[src/rtl/timer_pkg.sv]
// Shared encodings for the multi-channel timer: channel FSM states and mode values.
package timer_pkg;

    localparam logic [1:0] ST_IDLE   = 2'd0;
    localparam logic [1:0] ST_RUN    = 2'd1;
    localparam logic [1:0] ST_PAUSED = 2'd2;
    localparam logic [1:0] ST_DONE   = 2'd3;

    localparam logic MODE_ONESHOT  = 1'b0;
    localparam logic MODE_PERIODIC = 1'b1;

endpackage

[src/rtl/timer_channel.sv]
// One down-counting timer channel: FSM, count/reload registers and expiry pulse.
// TIMER_WARN_EN adds a registered pre-expiry warning output.
module timer_channel
    import timer_pkg::*;
#(
    parameter int unsigned CNT_W = 8
`ifdef TIMER_WARN_EN
    ,
    parameter int unsigned WARN_CNT = 3
`endif
) (
    input  logic             clock,
    input  logic             Reset_Sync,
    input  logic             tick,
    input  logic             start,
    input  logic [CNT_W-1:0] value,
    input  logic             mode,
    input  logic             pause,
    output logic             expired,
    output logic             running,
    output logic [CNT_W-1:0] remaining
`ifdef TIMER_WARN_EN
    ,
    output logic             warning
`endif
);

    logic [1:0]       state_q, state_d;
    logic [CNT_W-1:0] count_q, count_d;
    logic [CNT_W-1:0] reload_q, reload_d;
    logic             expired_q, expired_d;

    always_comb begin
        state_d   = state_q;
        count_d   = count_q;
        reload_d  = reload_q;
        expired_d = 1'b0;
        if (start) begin
            count_d  = value;
            reload_d = value;
            state_d  = pause ? ST_PAUSED : ST_RUN;
        end else begin
            case (state_q)
                ST_RUN: begin
                    if (pause) begin
                        state_d = ST_PAUSED;
                    end else if (count_q == '0) begin
                        // Zero load: fire once and stop, even in periodic mode.
                        expired_d = 1'b1;
                        state_d   = ST_DONE;
                    end else if (tick) begin
                        if (count_q == CNT_W'(1)) begin
                            expired_d = 1'b1;
                            if (mode == MODE_PERIODIC) begin
                                count_d = reload_q;
                            end else begin
                                count_d = '0;
                                state_d = ST_DONE;
                            end
                        end else begin
                            count_d = count_q - CNT_W'(1);
                        end
                    end
                end
                ST_PAUSED: begin
                    if (!pause) begin
                        state_d = ST_RUN;
                    end
                end
                default: ;
            endcase
        end
    end

    always_ff @(posedge clock) begin
        if (!Reset_Sync) begin
            state_q   <= ST_IDLE;
            count_q   <= '0;
            reload_q  <= '0;
            expired_q <= 1'b0;
        end else begin
            state_q   <= state_d;
            count_q   <= count_d;
            reload_q  <= reload_d;
            expired_q <= expired_d;
        end
    end

    assign expired   = expired_q;
    assign running   = (state_q == ST_RUN) || (state_q == ST_PAUSED);
    assign remaining = count_q;

`ifdef TIMER_WARN_EN
    logic warning_q, warning_d;

    // Computed from next-state values so it lines up with remaining.
    assign warning_d = ((state_d == ST_RUN) || (state_d == ST_PAUSED)) &&
                       (count_d != '0) && (count_d <= CNT_W'(WARN_CNT));

    always_ff @(posedge clock) begin
        if (!Reset_Sync) begin
            warning_q <= 1'b0;
        end else begin
            warning_q <= warning_d;
        end
    end

    assign warning = warning_q;
`endif

endmodule

[src/rtl/multi_channel_timer.sv]
// NUM_CH independent down-counting timers sharing a 1 Hz tick edge detector.
// TIMER_WARN_EN adds the per-channel Warning output.
module multi_channel_timer #(
    parameter int unsigned CNT_W    = 8,
    parameter int unsigned NUM_CH   = 2,
    parameter int unsigned WARN_CNT = 3
) (
    input  logic                    clock,
    input  logic                    Reset_Sync,
    input  logic                    Hz_1_Enable,
    input  logic [NUM_CH-1:0]       Start_Timer,
    input  logic [NUM_CH*CNT_W-1:0] Value,
    input  logic [NUM_CH-1:0]       Mode,
    input  logic [NUM_CH-1:0]       Pause,
    output logic [NUM_CH-1:0]       Expired,
    output logic [NUM_CH-1:0]       Running,
`ifdef TIMER_WARN_EN
    output logic [NUM_CH-1:0]       Warning,
`endif
    output logic [NUM_CH*CNT_W-1:0] Remaining
);

    logic hz_q;
    logic tick;

    always_ff @(posedge clock) begin
        if (!Reset_Sync) begin
            hz_q <= 1'b0;
        end else begin
            hz_q <= Hz_1_Enable;
        end
    end

    assign tick = Hz_1_Enable & ~hz_q;

    for (genvar i = 0; i < NUM_CH; i++) begin : g_ch
`ifdef TIMER_WARN_EN
        timer_channel #(
            .CNT_W   (CNT_W),
            .WARN_CNT(WARN_CNT)
        ) u_ch (
            .clock     (clock),
            .Reset_Sync(Reset_Sync),
            .tick      (tick),
            .start     (Start_Timer[i]),
            .value     (Value[i*CNT_W +: CNT_W]),
            .mode      (Mode[i]),
            .pause     (Pause[i]),
            .expired   (Expired[i]),
            .running   (Running[i]),
            .remaining (Remaining[i*CNT_W +: CNT_W]),
            .warning   (Warning[i])
        );
`else
        timer_channel #(
            .CNT_W(CNT_W)
        ) u_ch (
            .clock     (clock),
            .Reset_Sync(Reset_Sync),
            .tick      (tick),
            .start     (Start_Timer[i]),
            .value     (Value[i*CNT_W +: CNT_W]),
            .mode      (Mode[i]),
            .pause     (Pause[i]),
            .expired   (Expired[i]),
            .running   (Running[i]),
            .remaining (Remaining[i*CNT_W +: CNT_W])
        );
`endif
    end

endmodule

[config.mk]
export PLATFORM = sky130hd
export DESIGN_NAME = multi_channel_timer
export DESIGN_NICKNAME = d
export VERILOG_FILES = /design/src/rtl/timer_pkg.sv /design/src/rtl/timer_channel.sv /design/src/rtl/multi_channel_timer.sv
export SDC_FILE = /design/constraint.sdc
export NUM_CORES = 1
export LEC_CHECK = 0
export ABC_CLOCK_PERIOD_IN_PS = 3030
export BUFFER_PORTS_ARGS = -buffer_cell sky130_fd_sc_hd__buf_2
export CAP_MARGIN = 0
export CORE_AREA = 10 10 91 93
export DETAILED_ROUTE_END_ITERATION = 8
export DIE_AREA = 0 0 101 103
export SYNTH_ARGS = -nofsm -noshare
export SYNTH_HDL_FRONTEND = slang
export SYNTH_SLANG_ARGS = --single-unit
[constraint.sdc]
create_clock -name clock -period 3.03 [get_ports clock]
set_clock_uncertainty 0.15 [all_clocks]
set_input_delay 0.7575 -clock clock [delete_from_list [all_inputs] [get_ports clock]]
set_output_delay 0.7575 -clock clock [all_outputs]
set_load 0.05 [all_outputs]
**Word-level counts from Yosys, hierarchy flattened**

Index checks and enable logic that the tools add are counted.

- Register bits after elaboration: 39
- Input bits: 25
- Output and inout port bits: 20
- Logic and storage cells: 88

- Add/sub/neg operators: 2
- Equality and inequality tests: 18
- Mux-type cells: 38
- Bitwise gates (word level): 5
- Reductions and logical operators: 16

Operators with widths:

| cell | number |
|---|---|
| two-way mux 8 bit | 14 |
| two-way mux 2 bit | 16 |
| equality test 8 x 1 -> 1 bit (second input constant) | 2 |
| zero test 8 bit | 2 |
| subtractor 8 x 1 -> 8 bit (second input constant) | 2 |
| inequality test 5 x 3 -> 1 bit (second input constant) | 3 |
| inequality test 5 x 4 -> 1 bit (second input constant) | 3 |
| AND reduction 5 bit | 2 |
| inequality test 2 bit (second input constant) | 4 |
| one-hot mux 2 bit (2 select lines) | 2 |
| AND reduction 4 bit | 2 |
| nonzero test 2 bit | 4 |
| OR reduction 4 bit | 2 |
| two-way mux 1 bit | 6 |
| inequality test 3 bit (second input constant) | 2 |
| nonzero test 3 bit | 2 |
| equality test 2 x 1 -> 1 bit (second input constant) | 2 |
| equality test 2 bit (second input constant) | 2 |
| inverter 1 bit | 4 |
| logical OR 1 bit | 2 |
| AND 1 bit | 1 |

**Longest topological paths before layout**

- Depth in word-level cells: 7
- Depth in mapped cells: 7
- Depth with buffers taken out: 6

**Hierarchy**

A second synthesis with hierarchy kept.

- Cells, all modules: 279
- Area, all modules: 2359.8 um^2

Modules (own cells, without submodules):

| module | times used | cells an instance | area each (um^2) | sequential area each (um^2) |
|---|---|---|---|---|
| timer_channel | 2 | 138 | 1159.9 | 380.4 |
| multi_channel_timer | 1 | 3 | 40.0 | 20.0 |

**Least setup slack after synthesis**

No wires, ideal clock.

- Path type: reg2reg
- Start: register g_ch[0].u_ch.count_q[0]
- End: register g_ch[0].u_ch.count_q[5]
- Setup time: 0.075 ns
- Data arrival time: 2.245 ns
- Required time: 2.805 ns
- Setup slack: 0.560 ns
- Cell stages (with the launch flop): 8
- Buffers on the path: 1
- Clock period less this slack: 2.470 ns
- Cell sequence: dfxtp_1 -> inv_1 -> ha_1 -> clkbuf_1 -> or2_2 -> a211o_1 -> a211o_1 -> a31oi_1

- Word-level cells in the longest chain between the ends: 7
- Elaborated cells between the ends (all ways): 11
- Classes of those cells: 1 x add/sub; 2 x eq/ne; 6 x mux; 2 x reduce/logical

RTL lines:

| item | line | text |
|---|---|---|
| from (decl) | timer_channel.sv:29 | `logic [CNT_W-1:0] count_q, count_d;` |
| from (signal assigned) | timer_channel.sv:83 | `count_q <= count_d;` |
| subtractor 8 x 1 -> 8 bit / equality test 8 x 1 -> 1 bit (equally long branches) | timer_channel.sv:61, timer_channel.sv:52 |  |
| two-way mux 8 bit | timer_channel.sv:52 | `if (count_q == CNT_W'(1)) begin` |
| two-way mux 8 bit | timer_channel.sv:51 | `end else if (tick) begin` |
| two-way mux 8 bit | timer_channel.sv:47 | `end else if (count_q == '0) begin` |
| two-way mux 8 bit | timer_channel.sv:45 | `if (pause) begin` |
| two-way mux 8 bit | timer_channel.sv:43 | `case (state_q)` |
| two-way mux 8 bit | timer_channel.sv:38 | `if (start) begin` |

Parallel ways exist; a longest one is shown, timed or not. The select of a mux whose other input is x is not followed.
A chain may end at the register's enable or synchronous reset.

**Final worst setup path**

- Start: register g_ch[0].u_ch.count_q[1]
- End: register g_ch[0].u_ch.count_q[3]

The elaborated chain is that of the path after synthesis.

==> out/results.tsv <==
metric	value	unit
status	finished, final reports clean	
worst path arrival time	2.34	ns
global-route wire length before repair	11700	um
Net Sw Power	502	uW
switching part of the total	0.359	
yosys warns	0	
reg2reg start	g_ch[0].u_ch.remaining[1]	
Reg power frac	0.422	
Initial Util	0.386	
Inst Count DP	425	
Yosys cell types	66	
Max Slew Vio Count	0	
pin slew with the least headroom to its limit	0.681	ns
Hold Path End	g_ch[0].u_ch.reload_q[7]	
share of layout cells above drive strength 1	0.212	
WS Path Type	flip-flop to flip-flop	
fmax	438	MHz
drt total wl	7120	um
reg2reg setup slack	0.75	ns
cell internal pwr	898	uW
Setup TNS Final	0	ns
Clk Latency, worst-skew pair	0.30	ns
die boundary height	103	um
hold depth	2	
Peak VDD IR	0.000297	V
post-synthesis async set-or-reset flop share	0	
H-Tree Depth	2	
area growth from synthesis to layout	13.6	%
IO Pins	45	
Top FF cell, synth	dfxtp_1	
initial antenna violation count	0	
n_diodes	0	
CTS tree	yes	
Tightest Hold Check Type	flip-flop to flip-flop	
die area	10400	um2
Startpoint Class	flip-flop	
total grt overflow	0	
worst r2r dst	g_ch[0].u_ch.remaining[3]	
TritonCTS buffer count	5	
Pre-Repair DR Iteration Count	5	
CTS Sinks	39	
Hold-fix buffers, CTS	0	
critical path fanouts, max	8	
crit share post-route	0.753	
Net Count, Synth	355	
min-delay src	g_ch[0].u_ch.reload_q[7]	
Final Non-Filler Cells	433	
most frequent cells in the layout	44 x buf_2, 39 x dfxtp_1, 36 x nand2_1	
Yosys reg bits	39	
area of the mapped netlist	2540	um2
post-CTS sizing	0	
Lkg Pwr	0.00120	uW
Port Buf Inserts	44	
Placer Congestion	0.873	
clock tree buffer depth	2	
logic gate share of total power	0.288	
top cells by area, synth	dfxtp_1 31%, nand2_1 5.3%, a21oi_1 4.7%, ha_1 4.4%, nor2_1 3.0%	
most common cell after layout, fill and taps aside	buf_2	
Clk pwr share	0.290	
largest net degree at the start of global routing	23	
Reg clk slew, reported paths	0.08	ns
core area	6570	um2
Pwr Density	486	nW/um2
drt initial violations	106	
fillcell total	668	
crit end category	flip-flop	
Rows	30	
Slew HR	0.542	
via count	2511	
HPWL after DPL	5240	um
vias per inst	5.80	
final net count	386	
sequential area share after synthesis	0.308	
final hold viol count	0	
die span in x	101	um
number of global-route vias before repair	2466	
Data required, critical path	3.09	ns
root buf cell	clkbuf_8	
post-route ant nets	0	
setup violators final	0	
max_cap viols	0	
Mapped Avg Cell Area	7.90	um2
routed len/inst	16.4	um
Syn Inst Count	321	
cell depth of the worst flop-to-flop path	6	
post-synth top area share	0.308	
RSZ-0062 raised after global routing	false	
DRC	0	
Global Route Usage Sum	0.138	
postcts setup bufs	0	
min Tclk post-route	2.28	ns
EDFF count, synth	0	
Synth area leader	dfxtp_1	
## synthesized netlist by cell type, types with 2 or more instances
cell       instances
o41ai_1            2
nor2_1            20
mux2i_1            7
a211o_1            2
o311ai_0           2
inv_1             19
and2_1             2
o211a_1            3
or2_2              4
buf_2              6
a41oi_1            2
dfxtp_1           39
nand4bb_1          2
nor4_1             5
o21a_1             3
and3_1             3
nor3_1             6
o31ai_1            6
clkbuf_1          15
nand4_1            6
nand3b_1           2
o2bb2ai_1          3
or4_4              2
nor2b_1            5
a32o_1             2
nand2_1           36
a21oi_1           24
a211oi_1           8
o22ai_1            3
a2bb2oi_1          2
nand3_1            9
ha_1               9
o211ai_1           2
nor4bb_1           2
nor3b_1            6
or3b_2             3
buf_4              4
o21ai_0           12
a31oi_1            6
## sequential cells by signal (all words and copies together), names as in the netlist
signal / count
hz_q: 1
g_ch.u_ch.reload_q: 16
g_ch.u_ch.state_q: 4
g_ch.u_ch.expired: 2
g_ch.u_ch.remaining: 16
## power by group through the flow
stage	logic [uW]	registers [uW]	clock network (uW)
global route	443	599	437
floorplan	269	637	0
global placement	401	603	0
finish	403	591	407
detailed placement	401	602	0
CTS	402	590	421
## cell families (layout without fill, tap and decap cells)
| logic type | count (synthesis) | in the layout | synth area share |
|---|---|---|---|
| mux | 7 | 7 | 0.0276 |
| xor+xnor | 2 | 2 | 0.00690 |
| compound gates | 95 | 95 | 0.261 |
| flops | 39 | 39 | 0.308 |
| buf+inv | 47 | 79 | 0.0814 |
| simple gates | 122 | 122 | 0.271 |
| fa+ha+maj | 9 | 9 | 0.0444 |
## metrics by stage
stage / worst slack (ns) / hold WS, ns / util / instance area (um2) / total power (uW)
2_1_floorplan: 0.560 / 0.287 / - / 2540 / 906
3_3_place_gp: 0.712 / 0.301 / 0.423 / 2780 / 1000
3_5_place_dp: 0.710 / 0.306 / 0.423 / 2780 / 1000
4_1_cts: 0.767 / 0.318 / 0.439 / 2880 / 1410
5_1_grt: 0.583 / 0.335 / 0.439 / 2880 / 1480
6_report: 0.749 / 0.317 / 0.439 / 2880 / 1400
## how the worst max path moves through the flow
| stage | start | end | depth (start not counted) |
|---|---|---|---|
| 2_1_floorplan | g_ch[0].u_ch.remaining[0] | g_ch[0].u_ch.remaining[5] | 7 |
| 3_3_place_gp | Pause[0] | g_ch[0].u_ch.remaining[1] | 5 |
| 3_5_place_dp | Pause[0] | g_ch[0].u_ch.remaining[1] | 5 |
| 4_1_cts | g_ch[0].u_ch.remaining[1] | g_ch[0].u_ch.remaining[3] | 6 |
| 5_1_grt | g_ch[0].u_ch.remaining[1] | g_ch[0].u_ch.remaining[3] | 6 |
| 6_report | g_ch[0].u_ch.remaining[1] | g_ch[0].u_ch.remaining[3] | 6 |
## per-layer routing
metal,vias up,GRT usage,share of wire,routed length (um)
met5,-,0,0,0
met1,1179,0.164,0.43,3080
met3,16,0.0355,0.070,495
met2,77,0.232,0.48,3410
li1,1239,-,-,-
met4,0,0.0525,0.019,138
## critical path, stage by stage, from the launching register on
cell	delay (ns)
dfxtp_1	0.34
inv_1	0.15
ha_1	0.33
nor3b_1	0.47
and2_0	0.36
a311oi_1	0.14
o31ai_1	0.25
## layout make-up
class,instances,area [um2],area share
Sequential cell,39,781,0.271
Clock inverter,1,7.51,0.00260
Clock buffer,7,96.3,0.0334
Timing Repair Buffer,51,273,0.0946
Inverter,20,75.1,0.0260
Tap cell,80,100,0.0347
Multi-Input combinational cell,235,1550,0.538
(Power assumes the default switching activity.)
